**src/rtl/uart_pkg.sv**
```systemverilog
// Shared pacing constants and state encoding for the UART transmit feeder.
// A frame is 12 bit-times at 4 clocks per bit-time for each clock-divide step.
package uart_pkg;

  localparam int BITS_PER_FRAME = 12;
  localparam int OVERSAMPLE     = 4;

  typedef enum logic [1:0] {
    IDLE   = 2'd0,
    LOAD   = 2'd1,
    STROBE = 2'd2,
    GAP    = 2'd3
  } feeder_state_t;

  function automatic int calc_clock_divide(input int clockfrq, input int baudrate);
    return clockfrq / (baudrate * OVERSAMPLE);
  endfunction

  function automatic int calc_frame_clks(input int clock_divide);
    return BITS_PER_FRAME * OVERSAMPLE * clock_divide;
  endfunction

endpackage

```
**src/rtl/sync_fifo.sv**
```systemverilog
// Byte-wide synchronous FIFO with a registered fill level and single-cycle flush.
// The head byte is presented combinationally so a pop captures it on the same edge.
module sync_fifo #(
  parameter int DEPTH = 16
) (
  input  logic                   clk,
  input  logic                   nRst,
  input  logic                   flush,
  input  logic                   push,
  input  logic                   pop,
  input  logic [7:0]             wr_data,
  output logic [7:0]             rd_data,
  output logic [$clog2(DEPTH):0] level
);

  localparam int AW = $clog2(DEPTH);
  localparam int LW = AW + 1;

  logic [7:0]    mem [DEPTH];
  logic [AW-1:0] wr_ptr;
  logic [AW-1:0] rd_ptr;
  logic          full;
  logic          empty;
  logic          do_push;
  logic          do_pop;

  assign full    = (level == LW'(DEPTH));
  assign empty   = (level == '0);
  assign do_push = push && !full && !flush;
  assign do_pop  = pop && !empty && !flush;
  assign rd_data = mem[rd_ptr];

  always_ff @(posedge clk) begin
    if (do_push) begin
      mem[wr_ptr] <= wr_data;
    end
  end

  // Flush outranks push and pop so the queue reads empty on the very next cycle.
  always_ff @(posedge clk or negedge nRst) begin
    if (!nRst) begin
      wr_ptr <= '0;
      rd_ptr <= '0;
      level  <= '0;
    end else if (flush) begin
      wr_ptr <= '0;
      rd_ptr <= '0;
      level  <= '0;
    end else begin
      if (do_push) begin
        wr_ptr <= wr_ptr + AW'(1);
      end
      if (do_pop) begin
        rd_ptr <= rd_ptr + AW'(1);
      end
      case ({do_push, do_pop})
        2'b10:   level <= level + LW'(1);
        2'b01:   level <= level - LW'(1);
        default: level <= level;
      endcase
    end
  end

endmodule

```
**src/rtl/uart_tx_feeder.sv**
```systemverilog
// Feeds buffered bytes to a downstream UART, one transmit strobe per frame time.
// The FIFO absorbs producer bursts; the state machine enforces the inter-frame gap.
module uart_tx_feeder
  import uart_pkg::*;
#(
  parameter int CLOCKFRQ = 240000000,
  parameter int BAUDRATE = 12000000,
  parameter int DEPTH    = 16
) (
  input  logic                   clk,
  input  logic                   nRst,
  input  logic                   flush,
  input  logic [7:0]             in_data,
  input  logic                   in_valid,
  output logic                   in_ready,
  output logic [7:0]             tx_byte,
  output logic                   transmit,
  output logic [$clog2(DEPTH):0] fifo_level,
  output logic                   busy
);

  localparam int CLOCK_DIVIDE = calc_clock_divide(CLOCKFRQ, BAUDRATE);
  localparam int FRAME_CLKS   = calc_frame_clks(CLOCK_DIVIDE);
  localparam int LW           = $clog2(DEPTH) + 1;
  localparam int GW           = (FRAME_CLKS > 2) ? $clog2(FRAME_CLKS) : 1;
  localparam logic [GW-1:0] GAP_RELOAD = GW'(FRAME_CLKS - 1);

  feeder_state_t state;
  feeder_state_t state_next;
  logic [GW-1:0] gap_cnt;
  logic [GW-1:0] gap_next;
  logic [7:0]    fifo_head;
  logic          push;
  logic          pop;
  logic          load_byte;

  // Ready is held low through reset so nothing is offered to a FIFO being cleared.
  assign in_ready = nRst && (fifo_level != LW'(DEPTH)) && !flush;
  assign push     = in_valid && in_ready;
  assign busy     = (fifo_level != '0) || (state != IDLE);

  sync_fifo #(
    .DEPTH(DEPTH)
  ) fifo (
    .clk     (clk),
    .nRst    (nRst),
    .flush   (flush),
    .push    (push),
    .pop     (pop),
    .wr_data (in_data),
    .rd_data (fifo_head),
    .level   (fifo_level)
  );

  always_ff @(posedge clk or negedge nRst) begin
    if (!nRst) begin
      state   <= IDLE;
      gap_cnt <= '0;
      tx_byte <= 8'h00;
    end else begin
      state   <= state_next;
      gap_cnt <= gap_next;
      if (load_byte) begin
        tx_byte <= fifo_head;
      end
    end
  end

  // GAP exits as the counter reaches zero, giving FRAME_CLKS+2 cycles strobe to strobe.
  always_comb begin
    state_next = state;
    gap_next   = gap_cnt;
    pop        = 1'b0;
    load_byte  = 1'b0;
    transmit   = 1'b0;
    case (state)
      IDLE: begin
        if (fifo_level != '0) begin
          state_next = LOAD;
        end
      end
      LOAD: begin
        if (fifo_level != '0) begin
          pop        = 1'b1;
          load_byte  = 1'b1;
          state_next = STROBE;
        end else begin
          state_next = IDLE;
        end
      end
      STROBE: begin
        transmit   = 1'b1;
        gap_next   = GAP_RELOAD;
        state_next = GAP;
      end
      GAP: begin
        if (gap_cnt <= GW'(1)) begin
          gap_next   = '0;
          state_next = IDLE;
        end else begin
          gap_next = gap_cnt - GW'(1);
        end
      end
      default: begin
        state_next = IDLE;
      end
    endcase
  end

endmodule

```
**config.mk**
```make
export PLATFORM = sky130hd
export DESIGN_NAME = uart_tx_feeder
export DESIGN_NICKNAME = d
export VERILOG_FILES = /design/src/rtl/uart_pkg.sv /design/src/rtl/sync_fifo.sv /design/src/rtl/uart_tx_feeder.sv
export SDC_FILE = /design/constraint.sdc
export NUM_CORES = 1
export LEC_CHECK = 0
export ABC_AREA = 1
export CAP_MARGIN = 20
export CORE_MARGIN = 3
export CORE_UTILIZATION = 45
export CTS_BUF_LIST = sky130_fd_sc_hd__clkbuf_2 sky130_fd_sc_hd__clkbuf_4 sky130_fd_sc_hd__clkbuf_8
export CTS_CLUSTER_SIZE = 30
export DETAILED_ROUTE_END_ITERATION = 8
export PLACE_DENSITY = 0.67
export SLEW_MARGIN = 20
export SYNTH_ARGS = -nofsm -noshare
export SYNTH_HDL_FRONTEND = slang
export SYNTH_SLANG_ARGS = --single-unit
```
**constraint.sdc**
```tcl
create_clock -name clk -period 1.8 [get_ports clk]
set_input_delay 0.18 -clock clk [delete_from_list [all_inputs] [get_ports clk]]
set_output_delay 0.18 -clock clk [all_outputs]
set_load 0.05 [all_outputs]
```
==> metrics <==
status=finished, violations left; failing checks=setup timing; unrepaired setup endpoints after global routing=yes; Filler cells=approximately 1200; Longest Clk Path Bufs=2; Sw Pwr=around 3.4 mW; crit end category=register; WS Path Type=reg -> reg; area share of the largest cell type after synthesis=between 50% and 60%; port buffer count=27; Crit Path Max Fanout=8; max-cap violations=0; total power=roughly 9.9 mW; slowest CP cell=dfrtp_2; power share of the combinational group=between 20% and 30%; maximum level of the CTS H-tree=4; EDFF count, synth=approximately 130; core area=approximately 15000 um2; Synth area leader=edfxtp_1; top cells by area, synth=edfxtp_1 57%, dfrtp_1 12%, nor2_1 5.7%; Root Driver=clkbuf_8; post-DP HPWL=between 10000 and 15000 um; first-pass GRT wire length=roughly 25000 um; total grt overflow=0; Ports=28; Ys Warns=0; area delta synth->final=22.9%; Required @ worst endpoint=approximately 2.0 ns; fraction of registers with async set/reset=between 10% and 20%; Seq cells post-synth=approximately 160; Die Y-Extent=about 130 um; row count=44; Hold Fails Final Rpt=0; Layout Skew=0.0113 ns; initial drt markers=slightly below 300; Max VDD drop=between 0.0005 and 0.0006 V; worst r2r dst=fifo.mem[13][0]; worst setup path endpoint=fifo.mem[13][0]; DR vias=between 4000 and 5000; Initial Utilization=between 40 and 50%; Int Pwr=around 6.5 mW; synthesized area=about 6700 um2; Worst Setup Start Kind=register; LEAKAGE=around 3.0 nW; DR vias/cell=approximately 5.6; Synth cell types=35; all-layer global routing usage=20.2%; final period utilization=101%; max_slew headroom=54.0%; worst setup margin=-0.0230 ns; Seq/Total Area, Yosys=68.7%; crit path DAT=2.01 ns; Routed Antenna Nets=0; largest net degree at the start of global routing=41; Max Slew Vio Count=0; crit-path most repeated cell=nor2_4; layout cell share with drive strength beyond 1=between 20% and 30%; clock-pin slew on the worst setup and hold paths=around 0.090 ns; vias in the first global route=4656; Max Clk Rate=between 500 and 600 MHz; Fin Hold WS=roughly 0.17 ns; Final GP Congestion=around 0.85; Die Area=around 16000 um2; r2r setup slk=-0.02 ns; Setup crit start=fifo.level[1]; top-count cell post-synth=edfxtp_1; TritonRoute pass-1 iters=5; Critical Path Stages=8; clock share of power=25.4%; Synth top cells by count=128 x edfxtp_1, 102 x nor2_1, 76 x o21ai_0; worst-skew pair later-pin latency=0.46 ns; measured slew at the worst slew-check pin=slightly below 0.7 ns; Syn Inst Count=about 570; setup violators final=55; area of the multi-input gates=2070 um2; total area of sequential cells=4630 um2; worst min path class=in -> async; Top FF cell, synth=edfxtp_1; die width=approximately 130 um; Post-Route WL=between 15000 and 20000 um; pwr dens=between 1000 and 1500 nW/um2; Period minus WS final=approximately 1.8 ns; CP bufs+invs=3; CP delay by family, top=simple AND/OR/NAND/NOR gates; clk sinks=159; DRC viols=0; Routed WL per cell=approximately 19 um; Syn Area/Cell=around 12 um2; Max stage delay on crit path=0.43 ns; initial antenna violation count=0; R2R depth=8; nets@finish=about 660; # diodes=0; post-synth net total=approximately 590; CTS buffer count=17; Net Sw Frac=~35%; crit path cell chain=nor2_4 -> nand3_2 -> nand3_4 -> buf_6 -> clkinvlp_4 -> nand2_4 -> buf_12 -> nor2_4; CTS tree=yes; worst r2r src=fifo.level[1]; Reg power frac=about 45%
## layer usage
layer	track usage, %	up-vias	share of wire [%]
met5	0	-	0
met1	27.6	2304	43
met3	4.42	23	6.3
li1	-	2205	-
met2	31.2	188	48
met4	9.05	0	2.6
## flip-flops by register name, indices dropped and copies added (netlist names), named ones only
name / cells
fifo.mem: 128
gap_cnt: 8
tx_byte: 8
fifo.level: 5
fifo.rd_ptr: 4
fifo.wr_ptr: 4
state: 1
## final cells by class
cell class,count,area share [%]
Clock buffer,21,3.27
Clock inverter,11,1.32
Inverter,40,1.92
Multi-Input combinational cell,342,25.0
Sequential cell,159,56.0
Tap cell,184,2.78
Timing Repair Buffer,83,9.71
## power groups by stage
stage	Combinational [mW]	Clock (mW)	Sequential [mW]
floorplan	1.37	0	4.97
global placement	2.65	0	4.56
detailed placement	2.71	0	4.57
CTS	2.75	2.56	4.48
global route	3.21	2.72	4.52
finish	2.94	2.53	4.48
## worst min-delay path by stage
stage	endpoint	slack, ns	depth (start not counted)
after CTS	gap_cnt[1]	0.15	2
final	gap_cnt[0]	0.17	2
after global placement	gap_cnt[7]	0.52	2
after global routing	gap_cnt[2]	0.20	2
after floorplan	async pin	-0.12	0
after detailed placement	gap_cnt[7]	0.53	2
## through the flow
stage | util [%] | worst slack [ns] | TNS [ns] | cell area [um2] | std cells
finish | 56.7 | -0.0230 | -0.655 | 8270 | 840
global route | 56.7 | -0.102 | -6.34 | 8270 | 840
CTS | 55.3 | -0.0127 | -0.0127 | 8070 | 840
detailed placement | 52.3 | -0.253 | -22.95 | 7630 | 801
global placement | 52.3 | -0.179 | -16.94 | 7630 | 801
floorplan | - | -0.0781 | -5.26 | 6780 | 567
## cell families (layout without fill, tap and decap cells)
family	Yosys count	count (layout)	synth area share, %
AOI/OAI and AO/OA	143	143	12.9
xor gates and xnor gates	4	4	0.521
adders and majority gates	9	9	1.67
buffers and inverters	66	155	4.11
DFF	159	159	68.7
and+or+nand+nor	186	186	12.2
## cell usage in the layout, fill, tap and decap left out, drive strengths merged, types with 3 or more instances in the layout
cell | netlist | routed
edfxtp | 128 | 128
nor2 | 107 | 107
o21ai | 80 | 80
buf | 9 | 63
nand2 | 49 | 49
inv | 37 | 39
dfrtp | 31 | 31
o221ai | 24 | 24
nand3 | 22 | 22
clkbuf | 17 | 21
a21oi | 12 | 12
clkdlybuf4s50 | 0 | 11
dlygate4sd2 | 0 | 9
o22ai | 9 | 9
ha | 9 | 9
o211ai | 8 | 8
a31oi | 8 | 8
clkinv | 3 | 7
nor3 | 6 | 6
clkinvlp | 0 | 4
xor2 | 3 | 3
## repair_timing
| item | in CTS | in global routing |
|---|---|---|
| pin swaps | 10 | 17 |
| setup endpoints to repair | 11 | 115 |
| hold buffers | 0 | 0 |
| hold endpoints to repair | 0 | 0 |
| buffers inserted | 7 | 12 |
| resized for setup | 15 | 59 |
Note: power is estimated with default switching activity, not from simulation.
